`config.mk`:
```
export PLATFORM = sky130hd
export DESIGN_NAME = control_sequencer
export DESIGN_NICKNAME = d
export VERILOG_FILES = /design/src/rtl/control_sequencer.sv
export SDC_FILE = /design/constraint.sdc
export NUM_CORES = 1
export LEC_CHECK = 0
export CAP_MARGIN = 5
export CORE_UTILIZATION = 40
export CTS_BUF_LIST = sky130_fd_sc_hd__clkbuf_2 sky130_fd_sc_hd__clkbuf_4 sky130_fd_sc_hd__clkbuf_8
export DETAILED_ROUTE_END_ITERATION = 7
export PLACE_DENSITY = 0.86
export SLEW_MARGIN = 20
export SYNTH_ARGS = -nofsm -noshare
export SYNTH_HDL_FRONTEND = slang
export SYNTH_SLANG_ARGS = --single-unit
```
`constraint.sdc`:
```
create_clock -name clk -period 2.1 [get_ports clk]
set_input_delay 0.21 -clock clk [delete_from_list [all_inputs] [get_ports clk]]
set_output_delay 0.21 -clock clk [all_outputs]
set_load 0.03 [all_outputs]
```
`src/rtl/control_sequencer.sv`:
```
// control_sequencer: NSC-8 microcode sequencer; walks T-states and decodes datapath control words.
// Optional CTRL_EARLY_END_EN: each instruction ends after its last non-empty step instead of T4.
module control_sequencer #(
  parameter int N     = 8,
  parameter int STEPS = 5
) (
  input  logic           clk,
  input  logic           clear_n,
  input  logic [N/2-1:0] opcode,
  input  logic           carry_flag,
  input  logic           zero_flag,
  output logic [2:0]     step_out,
  output logic           pc_out,
  output logic           pc_inc,
  output logic           jump,
  output logic           mar_load,
  output logic           ram_out,
  output logic           ram_load,
  output logic           ir_load,
  output logic           ir_out,
  output logic           a_load,
  output logic           a_out,
  output logic           b_load,
  output logic           alu_out,
  output logic           alu_sub,
  output logic           flags_load,
  output logic           out_load,
  output logic           halt
);

  typedef enum logic [2:0] {T0 = 3'd0, T1 = 3'd1, T2 = 3'd2, T3 = 3'd3, T4 = 3'd4} step_e;

  localparam logic [N/2-1:0] OP_LDA = (N/2)'(4'h1);
  localparam logic [N/2-1:0] OP_ADD = (N/2)'(4'h2);
  localparam logic [N/2-1:0] OP_SUB = (N/2)'(4'h3);
  localparam logic [N/2-1:0] OP_STA = (N/2)'(4'h4);
  localparam logic [N/2-1:0] OP_LDI = (N/2)'(4'h5);
  localparam logic [N/2-1:0] OP_JMP = (N/2)'(4'h6);
  localparam logic [N/2-1:0] OP_JC  = (N/2)'(4'h7);
  localparam logic [N/2-1:0] OP_JZ  = (N/2)'(4'h8);
  localparam logic [N/2-1:0] OP_OUT = (N/2)'(4'hE);
  localparam logic [N/2-1:0] OP_HLT = (N/2)'(4'hF);

  localparam step_e LAST_STEP = step_e'(3'(STEPS - 1));

  step_e step_q, step_d;
  logic  halted_q, halted_d;
  step_e lastStep;

  always_ff @(posedge clk or negedge clear_n) begin
    if (!clear_n) begin
      step_q   <= T0;
      halted_q <= 1'b0;
    end else begin
      step_q   <= step_d;
      halted_q <= halted_d;
    end
  end

  always_comb begin
    step_d   = step_q;
    halted_d = halted_q;
    lastStep = LAST_STEP;
`ifdef CTRL_EARLY_END_EN
    case (opcode)
      OP_ADD, OP_SUB:                        lastStep = T4;
      OP_LDA, OP_STA:                        lastStep = T3;
      OP_LDI, OP_JMP, OP_JC, OP_JZ, OP_OUT:  lastStep = T2;
      OP_HLT:                                lastStep = LAST_STEP;
      default:                               lastStep = T1;
    endcase
`endif
    // HLT parks the sequencer on T2; only clear_n releases it.
    if (!halted_q) begin
      if (step_q == T2 && opcode == OP_HLT) begin
        halted_d = 1'b1;
      end else if (step_q == lastStep) begin
        step_d = T0;
      end else begin
        step_d = step_e'(step_q + 3'd1);
      end
    end
  end

  assign step_out = step_q;

  always_comb begin
    pc_out     = 1'b0;
    pc_inc     = 1'b0;
    jump       = 1'b0;
    mar_load   = 1'b0;
    ram_out    = 1'b0;
    ram_load   = 1'b0;
    ir_load    = 1'b0;
    ir_out     = 1'b0;
    a_load     = 1'b0;
    a_out      = 1'b0;
    b_load     = 1'b0;
    alu_out    = 1'b0;
    alu_sub    = 1'b0;
    flags_load = 1'b0;
    out_load   = 1'b0;
    halt       = 1'b0;
    if (halted_q) begin
      halt = 1'b1;
    end else begin
      case (step_q)
        T0: begin pc_out = 1'b1; mar_load = 1'b1; end
        T1: begin ram_out = 1'b1; ir_load = 1'b1; pc_inc = 1'b1; end
        default: begin
          // Each word keeps a single bus driver (pc/ram/ir/a/alu).
          case (opcode)
            OP_LDA: case (step_q)
              T2: begin ir_out = 1'b1; mar_load = 1'b1; end
              T3: begin ram_out = 1'b1; a_load = 1'b1; end
              default: ;
            endcase
            OP_ADD, OP_SUB: case (step_q)
              T2: begin ir_out = 1'b1; mar_load = 1'b1; end
              T3: begin ram_out = 1'b1; b_load = 1'b1; end
              T4: begin
                alu_out    = 1'b1;
                a_load     = 1'b1;
                flags_load = 1'b1;
                alu_sub    = (opcode == OP_SUB);
              end
              default: ;
            endcase
            OP_STA: case (step_q)
              T2: begin ir_out = 1'b1; mar_load = 1'b1; end
              T3: begin a_out = 1'b1; ram_load = 1'b1; end
              default: ;
            endcase
            OP_LDI: if (step_q == T2) begin ir_out = 1'b1; a_load = 1'b1; end
            OP_JMP: if (step_q == T2) begin ir_out = 1'b1; jump = 1'b1; end
            OP_JC:  if (step_q == T2 && carry_flag) begin ir_out = 1'b1; jump = 1'b1; end
            OP_JZ:  if (step_q == T2 && zero_flag) begin ir_out = 1'b1; jump = 1'b1; end
            OP_OUT: if (step_q == T2) begin a_out = 1'b1; out_load = 1'b1; end
            OP_HLT: if (step_q == T2) halt = 1'b1;
            default: ;
          endcase
        end
      endcase
    end
  end

endmodule

```
==> PnR_summary.wiki <==
{| class="wikitable"
! Metric !! Value
|-
| Final setup violation count || 0
|-
| Number of nets in the layout || 110
|-
| Path type of the worst setup path || flip-flop to output port
|-
| H-tree depth || 1
|-
| Wirelength, routed || 1550 µm
|-
| Setup total negative slack || 0 ns
|-
| Average wire per standard cell || 14.2 µm
|-
| Cell types with the highest counts after synthesis || inv_1 (8), nor2_1 (7), ha_1 (5)
|-
| Number of enable flip-flop cells after synthesis || 0
|-
| Library cell with the largest summed area after synthesis || dfrtp_1
|-
| Number of inserted diodes || 0
|-
| Share of total power in sequential cells || 16.7%
|-
| Largest net degree at the start of global routing || 11
|-
| TritonCTS clock tree || built
|-
| Number of hold buffers added after cts || 0
|-
| Maximum VDD drop || 0.957 mV
|-
| Placed Instances || 105
|-
| Number of library cell types mapped by synthesis || 32
|-
| Filler cell count || 100
|-
| Post-Syn Nets || 79
|-
| Detailed-route vias per instance || 5.53
|-
| Number of storage elements in the synthesis netlist || 4
|-
| Number of buffer cells added on primary ports || 26
|-
| Slew of the pin with the lowest slew margin || 0.472 ns
|-
| Sw power || 589 µW
|-
| Buffers from clock root to sink, at most || 2
|-
| Multi-input combinational cell area || 445 µm²
|-
| P&R area growth vs syn || 65.0%
|-
| Post-route worst setup slack || 0.0773 ns
|-
| Placement-stage cell area || 806 µm²
|-
| Count of maximum capacitance violations || 0
|-
| Part of the Yosys area used for sequential elements || 18.6%
|-
| GRT Residual Overflow || 0
|-
| Pwr Density || 1300 nW/µm²
|-
| Num Clock Sinks || 4
|-
| Synth Instances || 66
|-
| Number of top-level pins || 27
|-
| Leading register cell type out of synthesis || dfrtp_1
|-
| Total standard cell area after synthesis || 537 µm²
|-
| Switching Share || 51.2%
|-
| Register cell area after layout || 104 µm²
|-
| Classification of the worst-slack hold path || input port to asynchronous set/reset pin
|-
| Worst EP arrival || 1.81 ns
|-
| Proportion of netlist area held by the largest area contributor || 18.6%
|-
| Tmin final || 2.02 ns
|-
| Final hold violation count || 0
|-
| Lkg Pwr || 0.000416 µW
|-
| Kind of end point of the critical path || output port
|-
| Largest cells by area after synthesis || dfrtp_1 (19%), ha_1 (12%), inv_1 (5.6%)
|-
| Final std cells w/o fill || 109
|-
| Clock-pin slew on the worst setup and hold paths || 0.03 ns
|-
| Clock share of power || 7.8%
|-
| Async set or reset register ratio after synthesis || 100%
|-
| Root Driver || clkbuf_4
|-
| Fraction of layout instances using a drive strength above 1 || 46.3%
|-
| Post-layout utilization of the core || 75.6%
|-
| Most frequent cell after synthesis || inv_1
|-
| Total internal power || 562 µW
|-
| Fraction of the cycle the final worst path needs || 96.3%
|-
| Count of TritonRoute iterations in the first routing pass || 4
|-
| First-pass GRT wire length || 2450 µm
|-
| Number of global-route vias before repair || 577
|-
| Run status || finished clean
|-
| Final cell area excluding filler cells || 886 µm²
|-
| Number of CTS-inserted buffers || 3
|-
| Initial Util || 45.8%
|-
| Worst setup timing slack at the placement stage || 0.163 ns
|-
| Highest clock rate || 494 MHz
|-
| Largest fanout on the critical path || 4
|-
| Number of antenna violations at the first check in global routing || 0
|-
| GR Util All Layers || 23.9%
|-
| Number of max-slew violations in the final report || 0
|-
| Category of the worst setup path launch point || flip-flop
|-
| Core area || 1170 µm²
|-
| Residual DRC count || 0
|-
| Die height || 38.6 µm
|-
| Post-detailed-placement half-perimeter wirelength || 1210 µm
|-
| Antenna-violating nets left || 0
|-
| Chip Width || 38.6 µm
|-
| Required time reported for the critical path endpoint || 1.89 ns
|-
| Largest clock skew in the final design || 0.00121 ns
|-
| Number of cells on the worst reg-to-reg path || 5
|-
| Initial detailed-routing violation count || 6
|-
| Post-Syn Area per Cell || 8.13 µm²
|-
| Total number of vias || 603
|-
| Die footprint || 1490 µm²
|-
| Combinational cell fraction of total power || 75.5%
|-
| Insertion delay to the later sink of the worst-skew pair || 0.23 ns
|-
| Synth warnings || 0
|-
| Worst slew margin relative to its limit || 68.2%
|-
| Floorplan row count || 12
|-
| Routability-driven placement congestion ratio || 0.745
|}
[metal layers]
| metal | wire length (µm) | vias up | GRT usage [%] |
|---|---|---|---|
| li1 | - | 296 | - |
| met4 | 0 | 0 | 12.1 |
| met2 | 852 | 17 | 42.9 |
| met1 | 636 | 290 | 26.5 |
| met3 | 61 | 0 | 4.05 |
| met5 | 0 | - | 0 |
[cell usage in the layout, fill, tap and decap left out, types with 3 or more instances in the layout]
cell	count
clkdlybuf4s50_1	11
inv_1	6
buf_4	17
nand3_1	3
a21oi_1	3
clkbuf_4	3
dfrtp_2	3
inv_2	3
nand2_1	3
nor2_1	6
[stage by stage]
stage          hold slack, ns  power [µW]
3_5_place_dp            0.434         967
6_report                0.189        1150
4_1_cts                 0.187        1090
2_1_floorplan         -0.0856         708
3_3_place_gp            0.423         948
5_1_grt                 0.205        1230
[final timing paths]
| kind | startpoint | end | slack (ns) |
|---|---|---|---|
| hold / removal | clear_n | halted_q | 0.19 |
| hold reg to reg | step_out[2] | step_out[2] | 0.64 |
| setup reg to reg | step_out[0] | step_out[0] | 0.53 |
| min in group clk | step_out[2] | step_out[2] | 0.64 |
| setup / recovery | step_out[1] | a_load | 0.08 |
| max in group asynchronous | clear_n | step_out[0] | 1.72 |
[state kept, by name, indices dropped and copies added, names as in the netlist]
signal,cells
step_out,3
halted_q,1
[critical path, cell delays in order, from the launching register on]
cell      delay (ns)
dfrtp_2         0.44
inv_2           0.09
ha_2            0.21
nand2_2         0.08
or3_4           0.36
a211oi_2        0.22
buf_4           0.18
[cell families (layout without fill, tap and decap cells)]
family          Yosys count  in the layout  share of synthesized area, %
simple gates             27             27                          28.2
compound gates           14             14                          23.3
buf+inv                  13             42                          11.9
fa+ha+maj                 5              5                          11.7
flops                     4              4                          18.6
mux                       2              2                          4.66
xor+xnor                  1              1                          1.63
[final cells by class]
cell class	count	area share, %
well taps	14	1.98
repair buffers	30	29.7
inverters	9	3.81
multi-input cells	49	50.3
clock buffers	3	2.54
flip-flops and latches	4	11.7
[what timing repair did]
item	4_1_cts	5_1_grt
cloned	0	0
setup endpoints to repair	4	9
pin swaps	0	5
resized for setup	2	14
setup buffers	1	0
hold endpoints to repair	0	0
[power groups by stage]
stage	Clock [µW]	Sequential, µW	Combinational (µW)
after floorplan	0	234	475
after global routing	96.4	199	933
final	89.8	192	869
after CTS	95.9	167	826
after detailed placement	0	171	795
after global placement	0	169	779
Power figures use the tool's default switching activity.
